===== src/rtl/seven_seg_scanner.sv =====
// seven_seg_scanner: time-multiplexes four of the six BCD clock digits onto a
// 4-digit common-anode seven-segment display (active-low an/seg/dp).
// Displayed data comes from a per-frame snapshot, so a frame never mixes old
// and new digits. The edited field blinks, and the decimal point of the third
// digit from the right acts as a 1 s colon.
// Optional build macro: SEVEN_SEG_LEADING_ZERO_BLANK_EN. When it is defined, a
// zero hours-tens digit is blanked on the HH:MM page.
module seven_seg_scanner #(
  parameter int REFRESH_DIV = 100000,
  parameter int BLINK_DIV   = 25000000
) (
  input  logic       clk,
  input  logic       sw,
  input  logic [3:0] s1,
  input  logic [3:0] s2,
  input  logic [3:0] m1,
  input  logic [3:0] m2,
  input  logic [3:0] h1,
  input  logic [3:0] h2,
  input  logic [1:0] pos,
  input  logic       edit_en,
  input  logic       page,
  output logic [3:0] an,
  output logic [6:0] seg,
  output logic       dp
);

  localparam int RW = $clog2(REFRESH_DIV);
  localparam int BW = $clog2(BLINK_DIV);
  localparam logic [RW-1:0] REFRESH_LAST = RW'(REFRESH_DIV - 1);
  localparam logic [BW-1:0] BLINK_LAST   = BW'(BLINK_DIV - 1);

  localparam logic [6:0] SEG_BLANK = 7'b1111111;

  // BCD to active-low {g,f,e,d,c,b,a}; non-BCD codes show a dash.
  function automatic logic [6:0] seg_decode(input logic [3:0] d);
    logic [6:0] r;
    case (d)
      4'd0:    r = 7'b1000000;
      4'd1:    r = 7'b1111001;
      4'd2:    r = 7'b0100100;
      4'd3:    r = 7'b0110000;
      4'd4:    r = 7'b0011001;
      4'd5:    r = 7'b0010010;
      4'd6:    r = 7'b0000010;
      4'd7:    r = 7'b1111000;
      4'd8:    r = 7'b0000000;
      4'd9:    r = 7'b0010000;
      default: r = 7'b0111111;
    endcase
    return r;
  endfunction

  logic [RW-1:0] refresh_cnt_r;
  logic [1:0]    idx_r;
  logic [BW-1:0] blink_cnt_r;
  logic          blink_phase_r;

  logic [3:0] snap_s1_r;
  logic [3:0] snap_s2_r;
  logic [3:0] snap_m1_r;
  logic [3:0] snap_m2_r;
  logic [3:0] snap_h1_r;
  logic [3:0] snap_h2_r;
  logic       snap_page_r;

  logic [3:0] an_r;
  logic [6:0] seg_r;
  logic       dp_r;

  logic       refresh_tc_s;
  logic       frame_tc_s;
  logic       blink_tc_s;
  logic [3:0] digit_s;
  logic       field_blank_s;
  logic       lead_blank_s;
  logic [3:0] an_next_s;
  logic [6:0] seg_next_s;
  logic       dp_next_s;

  assign an  = an_r;
  assign seg = seg_r;
  assign dp  = dp_r;

  // Terminal-count strobes for the digit slot, the whole frame and the blink phase.
  always_comb begin
    refresh_tc_s = (refresh_cnt_r == REFRESH_LAST);
    frame_tc_s   = refresh_tc_s && (idx_r == 2'd3);
    blink_tc_s   = (blink_cnt_r == BLINK_LAST);
  end

  // Slot timer and digit index: the index advances once per slot.
  always_ff @(posedge clk) begin
    if (sw) begin
      refresh_cnt_r <= '0;
      idx_r         <= 2'd0;
    end else if (refresh_tc_s) begin
      refresh_cnt_r <= '0;
      idx_r         <= idx_r + 2'd1;
    end else begin
      refresh_cnt_r <= refresh_cnt_r + RW'(1);
    end
  end

  // Frame snapshot: captured as the index wraps 3->0 so the new frame is coherent.
  always_ff @(posedge clk) begin
    if (sw) begin
      snap_s1_r   <= 4'd0;
      snap_s2_r   <= 4'd0;
      snap_m1_r   <= 4'd0;
      snap_m2_r   <= 4'd0;
      snap_h1_r   <= 4'd0;
      snap_h2_r   <= 4'd0;
      snap_page_r <= 1'b0;
    end else if (frame_tc_s) begin
      snap_s1_r   <= s1;
      snap_s2_r   <= s2;
      snap_m1_r   <= m1;
      snap_m2_r   <= m2;
      snap_h1_r   <= h1;
      snap_h2_r   <= h2;
      snap_page_r <= page;
    end
  end

  // Free-running blink timer; the phase starts visible and toggles at terminal count.
  always_ff @(posedge clk) begin
    if (sw) begin
      blink_cnt_r   <= '0;
      blink_phase_r <= 1'b1;
    end else if (blink_tc_s) begin
      blink_cnt_r   <= '0;
      blink_phase_r <= ~blink_phase_r;
    end else begin
      blink_cnt_r   <= blink_cnt_r + BW'(1);
    end
  end

  // Select the digit for the active slot and work out the next an/seg/dp values.
  always_comb begin
    digit_s       = 4'd0;
    field_blank_s = 1'b0;
    lead_blank_s  = 1'b0;
    an_next_s     = 4'b1111;
    seg_next_s    = SEG_BLANK;
    dp_next_s     = 1'b1;

    case ({snap_page_r, idx_r})
      3'b0_00: digit_s = snap_m1_r;
      3'b0_01: digit_s = snap_m2_r;
      3'b0_10: digit_s = snap_h1_r;
      3'b0_11: digit_s = snap_h2_r;
      3'b1_00: digit_s = snap_s1_r;
      3'b1_01: digit_s = snap_s2_r;
      3'b1_10: digit_s = snap_m1_r;
      3'b1_11: digit_s = snap_m2_r;
      default: digit_s = 4'd0;
    endcase

    // Hours sit in slots 3/2 on HH:MM; minutes in 1/0 on HH:MM and 3/2 on MM:SS.
    if (edit_en && !blink_phase_r) begin
      if (!snap_page_r) begin
        case (pos)
          2'd1:    field_blank_s = idx_r[1];
          2'd2:    field_blank_s = ~idx_r[1];
          default: field_blank_s = 1'b0;
        endcase
      end else begin
        case (pos)
          2'd2:    field_blank_s = idx_r[1];
          default: field_blank_s = 1'b0;
        endcase
      end
    end else begin
      field_blank_s = 1'b0;
    end

`ifdef SEVEN_SEG_LEADING_ZERO_BLANK_EN
    lead_blank_s = !snap_page_r && (idx_r == 2'd3) && (snap_h2_r == 4'd0);
`else
    lead_blank_s = 1'b0;
`endif

    case (idx_r)
      2'd0:    an_next_s = 4'b1110;
      2'd1:    an_next_s = 4'b1101;
      2'd2:    an_next_s = 4'b1011;
      2'd3:    an_next_s = 4'b0111;
      default: an_next_s = 4'b1111;
    endcase

    if (field_blank_s || lead_blank_s) begin
      seg_next_s = SEG_BLANK;
    end else begin
      seg_next_s = seg_decode(digit_s);
    end

    // Colon follows the snapshot seconds LSB, giving 1 s on / 1 s off.
    if ((idx_r == 2'd2) && !snap_s1_r[0]) begin
      dp_next_s = 1'b0;
    end else begin
      dp_next_s = 1'b1;
    end
  end

  // Output registers: pins follow the index one cycle after it changes.
  always_ff @(posedge clk) begin
    if (sw) begin
      an_r  <= 4'b1111;
      seg_r <= SEG_BLANK;
      dp_r  <= 1'b1;
    end else begin
      an_r  <= an_next_s;
      seg_r <= seg_next_s;
      dp_r  <= dp_next_s;
    end
  end

endmodule


===== config.mk =====
export PLATFORM = sky130hd
export DESIGN_NAME = seven_seg_scanner
export DESIGN_NICKNAME = d
export VERILOG_FILES = /design/src/rtl/seven_seg_scanner.sv
export SDC_FILE = /design/constraint.sdc
export NUM_CORES = 1
export LEC_CHECK = 0
export CORE_MARGIN = 8
export CORE_UTILIZATION = 40
export CTS_BUF_LIST = sky130_fd_sc_hd__clkbuf_4 sky130_fd_sc_hd__clkbuf_8
export CTS_CLUSTER_SIZE = 28
export DETAILED_ROUTE_END_ITERATION = 8
export PLACE_DENSITY_LB_ADDON = 0.1
export REMOVE_ABC_BUFFERS = 1
export SYNTH_ARGS = -nofsm -noshare
export SYNTH_HDL_FRONTEND = slang
export SYNTH_SLANG_ARGS = --single-unit
export TNS_END_PERCENT = 50

===== constraint.sdc =====
create_clock -name clk -period 4.8 [get_ports clk]
set_input_delay 0.96 -clock clk [delete_from_list [all_inputs] [get_ports clk]]
set_output_delay 0.96 -clock clk [all_outputs]
set_load 0.005 [all_outputs]

==> results.cfg, run 1 <==
[synth]
synth_edf_count = 0
synth_top_area_share_pct = 44.1
synth_cell_type_count = 55
ys_seq_elements = 82
synth_top_area_cell = dfxtp_1
async_flop_share_pct = 0
synth_top_flop_cell = dfxtp_1
avgSynthCellArea_um2 = 9.39
ys_top_cells_by_area = dfxtp_1 (44%), nor2_1 (8.2%), mux2i_1 (7.0%), xor2_1 (6.6%), nand3_1 (3.5%)
syn_area_um2 = 3720
ys_seq_area_share_pct = 44.1
synthCells = 396
ys_warn_count = 0

[route]
first_pass_iters = 4
drtIter0Drc = 101
ant_nets = 0
dr_total_vias = 2690
drcViolationCount = 0
vias_per_cell = 4.92
routedWlPerCell_um = 13.4
finalWirelength_um = 7310

[critical_path]
cp.required_ps = 5020
path_class = in -> reg
cp.buffers_inverters = 2
arrival_ps = 2770
cp-start-kind = input port
slowest_stage = clkdlybuf4s50_1
crit_family = buffers and inverters
reg2reg_from = idx_r[1]$_SDFFE_PP0N_
regToRegEndpoint = seg[3]$_SDFF_PP1_
crit_fanout = 19
worstSetupEndpointType = flop
cp_slowest_stage_delay_ps = 850
r2r_cells = 10
r2r_setup_slack_ps = 2320
crit_chain = clkdlybuf4s50_1, buf_4, or2_1, nor2_1

[clocking]
post_cts_buffers = 0
cts_resized = 0
cts_made_buffers = 9
cts_tree = built
cts_sinks = 82
clkLatencyLatePin_ps = 350
cts_max_level = 3
cts.hold.buffers_added = 0
root_buffer = clkbuf_8
clock_path_buffers = 2
clk_pin_slew_ps = 70

[grt]
gr-total-overflow = 0
antenna_found_initial = 0
grt_pass1_wl_um = 12200
grt_usage_pct = 11.8
grt_start_max_net_pins = 26
grt_pass1_vias = 2590

[job]
drv_cap = 0

[power_and_ir_drop]
p_leak_uw = 0.00179
p_per_area_nw_per_um2 = 292
vdd_drop_max_mv = 0.131

[worst_hold_path]
hold_path_end = refresh_cnt_r[0]$_SDFF_PP0_
holdPathStages = 1
min-delay-start = refresh_cnt_r[0]$_SDFF_PP0_
hold_path_class = reg -> reg

[sta]
finClkSkew_ps = 10.1
hold_ws_ps = 470
max_slew_margin_pct = 52.5
period_share_pct = 53.2
worst_pin_slew_ps = 712
min_period_ps = 2550
setup_tns_ps = 0
drv_slew = 0
timing_hold_violations_final = 0
setup_viol = 0
fmax_mhz = 392
rsz0062_at_grt = false

[finish]
syn2layout_area_growth_pct = 17.1
finish.utilization_pct = 47.8
drive_gt1_share_pct = 7.80
layout.nets = 470
layout_common_cells = dfxtp_1 (82), nor2_1 (81), clkdlybuf4s50_1 (41)
insertedDiodeCount = 0
mostFrequentLayoutCell = dfxtp_1
design_area_um2 = 4360

[floorplan]
fp.dieW_um = 112
core-area_um2 = 9110
ios = 42
initial_core_util_pct = 40.8
die_h_um = 112
rows = 35
dieArea_um2 = 12600

[place]
io_buffer_count = 41
place_area_um2 = 4150
place_congestion = 0.731
hpwl_um = 5070

[run_status]
status = finished clean
[synthesized netlist by cell type, types with 7 or more instances]
master	number
mux2i_1	26
xnor2_1	12
a21oi_1	7
inv_1	9
nand3_1	26
nand2b_1	7
nand4_1	9
xor2_1	28
ha_1	9
dfxtp_1	82
nor2_1	81
nand2_1	16
[sequential cells by signal, summed over array words and instances (netlist names)]
register,cells
an,4
refresh_cnt_r,17
seg,7
snap_m2_r,4
snap_h1_r,4
blink_cnt_r,25
idx_r,2
snap_m1_r,4
snap_h2_r,4
blink_phase_r,1
snap_s2_r,4
dp,1
snap_s1_r,4
snap_page_r,1
[report_power, final]
group | switching (uW) | internal [uW] | leakage (uW) | total (uW)
Clock | 248 | 274 | 0.000102 | 522
Combinational | 21.9 | 33.7 | 0.00103 | 55.7
Sequential | 5.15 | 687 | 0.000664 | 692
Total | 275 | 995 | 0.00179 | 1270
[layer usage]
metal,track usage [%],share of wire [%]
met4,6.21,2.1
met1,14.5,49
met2,18.7,45
met3,3.11,3.9
met5,0,0
[area by class of cell]
cell class	count	area, um2
Fill cell	894	4750
Multi-Input combinational cell	287	1910
Sequential cell	82	1640
Timing Repair Buffer	42	418
Clock buffer	12	159
Tap cell	111	139
Clock inverter	4	50.0
Inverter	9	33.8
[logic make-up after synthesis]
| logic type | share of synthesized area [%] |
|---|---|
| flip-flops | 44.1 |
| AND/OR/NAND/NOR | 23.1 |
| AO/OA/AOI/OAI | 8.21 |
| XOR/XNOR | 9.42 |
| buffers and inverters | 4.37 |
| adder cells (fa/ha/maj) | 3.03 |
| multiplexers | 7.71 |
[how the worst max path moves through the flow]
stage                                from                           end  slack (ps)  cells after the start
global route                           sw  refresh_cnt_r[15]$_SDFF_PP0_        2110                      4
CTS                                    sw  refresh_cnt_r[10]$_SDFF_PP0_        2220                      4
global placement                       sw  refresh_cnt_r[14]$_SDFF_PP0_        1880                      4
floorplan           idx_r[1]$_SDFFE_PP0N_             seg[3]$_SDFF_PP1_        2600                     10
finish                                 sw  refresh_cnt_r[10]$_SDFF_PP0_        2250                      4
detailed placement                     sw   refresh_cnt_r[8]$_SDFF_PP0_        1850                      4
[per-stage QoR]
step                setup slack, ps  cells  total power [uW]
CTS                            2220    547              1290
global route                   2110    547              1320
floorplan                      2600    378               724
finish                         2250    547              1270
detailed placement             1850    531               765
global placement               1880    531               765
(Power assumes the default switching activity.)
==> run 2: changes to the inputs <==
Clock period 4.8 ns to 2.53 ns, I/O delays scaled along.
==> run 2 against run 1 <==
Compared with the run above:
- global-route usage up 0.44 points
- register-to-register slack worse by 2100 ps
- non-clock buffer count up 6
- die area unchanged
- final cell count up 1.1%
- critical path depth up 6
- first-iteration DRC count down 13%
- highest routed layer unchanged
==> results.cfg, run 2 (synthesized netlist as in run 1, its figures left out) <==
[finish]
largest_reg_flops = 25
layout_common_cells = nor2_1 (81), dfxtp_1 (81), clkdlybuf4s50_1 (41)
top_register = blink_cnt_r
insertedDiodeCount = 0
syn2layout_area_growth_pct = 19.0
drive_gt1_share_pct = 9.50
layout.nets = 476
nFillCells = 851

[critical_path]
crit_fanout = 8
cp_slowest_stage_delay_ps = 400
cp.required_ps = 2740
worstSetupEndpointType = flop
r2r_setup_slack_ps = 230
r2r_cells = 10
slowest_stage = dfxtp_1
cp-start-kind = flop
arrival_ps = 2510
reg2reg_from = idx_r[0]$_SDFFE_PP0N_
regToRegEndpoint = seg[5]$_SDFF_PP1_
path_class = reg -> reg
crit_chain = inv_1, ha_1, mux2_2, a22o_1, nor3_2, nand2b_4, inv_1, ha_1, nor3b_2, o21ai_1

[floorplan]
initial_core_util_pct = 40.8
rows = 35
ios = 42
fp.dieW_um = 112
dieArea_um2 = 12600
die_h_um = 112
core-area_um2 = 9110

[sta]
hold_ws_ps = 472
timing_hold_violations_final = 0
fmax_mhz = 434
period_share_pct = 91.0
worst_pin_slew_ps = 479
drv_slew = 0
rsz0062_at_grt = false
finClkSkew_ps = 9.84
min_period_ps = 2300
setup_tns_ps = 0
max_slew_margin_pct = 67.9
setup_viol = 0

[clocking]
clock_path_buffers = 2
root_buffer = clkbuf_8
cts_sinks = 82
cts_tree = built
clkLatencyLatePin_ps = 350
cts_max_level = 3
cts_made_buffers = 9
cts.hold.buffers_added = 0
clk_pin_slew_ps = 80

[power_and_ir_drop]
switching_share_pct = 21.3
p_per_area_nw_per_um2 = 561
power_frac_comb_pct = 4.3
vdd_drop_max_mv = 0.343
p_leak_uw = 0.00182
p_sw_uw = 529
clockPowerShare_pct = 42.7
seqPwrFrac_pct = 52.9
p_int_uw = 1950

[place]
place_congestion = 0.774
io_buffer_count = 41
hpwl_um = 5290

[route]
ant_nets = 0
dr_total_vias = 2732
drtIter0Drc = 88
drcViolationCount = 0
vias_per_cell = 4.94
first_pass_iters = 4
finalWirelength_um = 7360
routedWlPerCell_um = 13.3

[grt]
gr-total-overflow = 0
grt_usage_pct = 12.3
grt_pass1_vias = 2665
antenna_found_initial = 0
grt_start_max_net_pins = 26
grt_pass1_wl_um = 12600

[run_status]
status = finished clean

[worst_hold_path]
min-delay-start = refresh_cnt_r[0]$_SDFF_PP0_
hold_path_end = refresh_cnt_r[0]$_SDFF_PP0_
holdPathStages = 1
hold_path_class = reg -> reg

[job]
drv_cap = 0
-- run 2: cell count changes in the layout (fill, tap and decap cells not counted) --
cell	before	now
bufinv_16	1	2
dfxtp_1	82	81
clkinv_2	1	0
buf_4	1	7
clkbuf_8	11	10
clkinvlp_4	2	4
a21oi_1	7	6
a21oi_2	1	2
dfxtp_2	0	1
clkbuf_4	1	0
-- run 2: power groups by stage --
stage          registers [uW]  logic (uW)  clock network, uW
6_report                 1310         107               1060
5_1_grt                  1320         120               1160
4_1_cts                  1310         110               1100
3_5_place_dp             1340         109                  0
3_3_place_gp             1340         110                  0
2_1_floorplan            1340        29.4                  0
-- run 2: layout make-up --
type / instances / area, um2 / share of cell area (%)
flip-flops and latches: 82 / 1640 / 37.1
inverters: 9 / 33.8 / 0.764
clock inverters: 6 / 90.1 / 2.04
well taps: 111 / 139 / 3.14
clock buffers: 10 / 138 / 3.11
repair buffers: 48 / 463 / 10.5
multi-input cells: 287 / 1920 / 43.4
-- run 2: what timing repair did --
action	4_1_cts	5_1_grt
endpoints found under the setup margin	0	3
setup buffers	0	0
resized for setup	0	2
-- run 2: worst max path at each step --
stage	start	end	slack, ps	cells after the start
finish	idx_r[0]$_SDFFE_PP0N_	seg[5]$_SDFF_PP1_	230	10
global route	idx_r[0]$_SDFFE_PP0N_	seg[5]$_SDFF_PP1_	20	9
CTS	idx_r[1]$_SDFFE_PP0N_	seg[5]$_SDFF_PP1_	170	10
detailed placement	idx_r[1]$_SDFFE_PP0N_	seg[5]$_SDFF_PP1_	210	10
global placement	idx_r[1]$_SDFFE_PP0N_	seg[0]$_SDFF_PP1_	250	9
floorplan	idx_r[1]$_SDFFE_PP0N_	seg[3]$_SDFF_PP1_	330	10
-- run 2: worst max-delay path: cells and delay by family, from the launching register on --
family | cells | cell delay (ps)
buf+inv | 2 | 130
mux | 1 | 320
fa+ha+maj | 2 | 510
simple gates | 3 | 520
flops | 1 | 400
compound gates | 2 | 280
-- run 2: per-layer routing --
metal	part of all wire, %	GRT usage, %	vias to the layer above
met5	0	0	-
met1	48	15.1	1252
met3	4.6	3.81	8
li1	-	-	1428
met2	46	19.8	44
met4	1.2	4.50	0
-- run 2: stage by stage --
step / utilization (%) / worst slack, ps / instance area [um2] / power (uW) / std cells
after floorplan: - / 326 / 3590 / 1370 / 378
after global placement: 46.0 / 252 / 4190 / 1450 / 537
after detailed placement: 46.0 / 207 / 4190 / 1450 / 537
after CTS: 48.5 / 171 / 4420 / 2520 / 553
after global routing: 48.6 / 23.2 / 4420 / 2600 / 553
final: 48.6 / 228 / 4420 / 2480 / 553
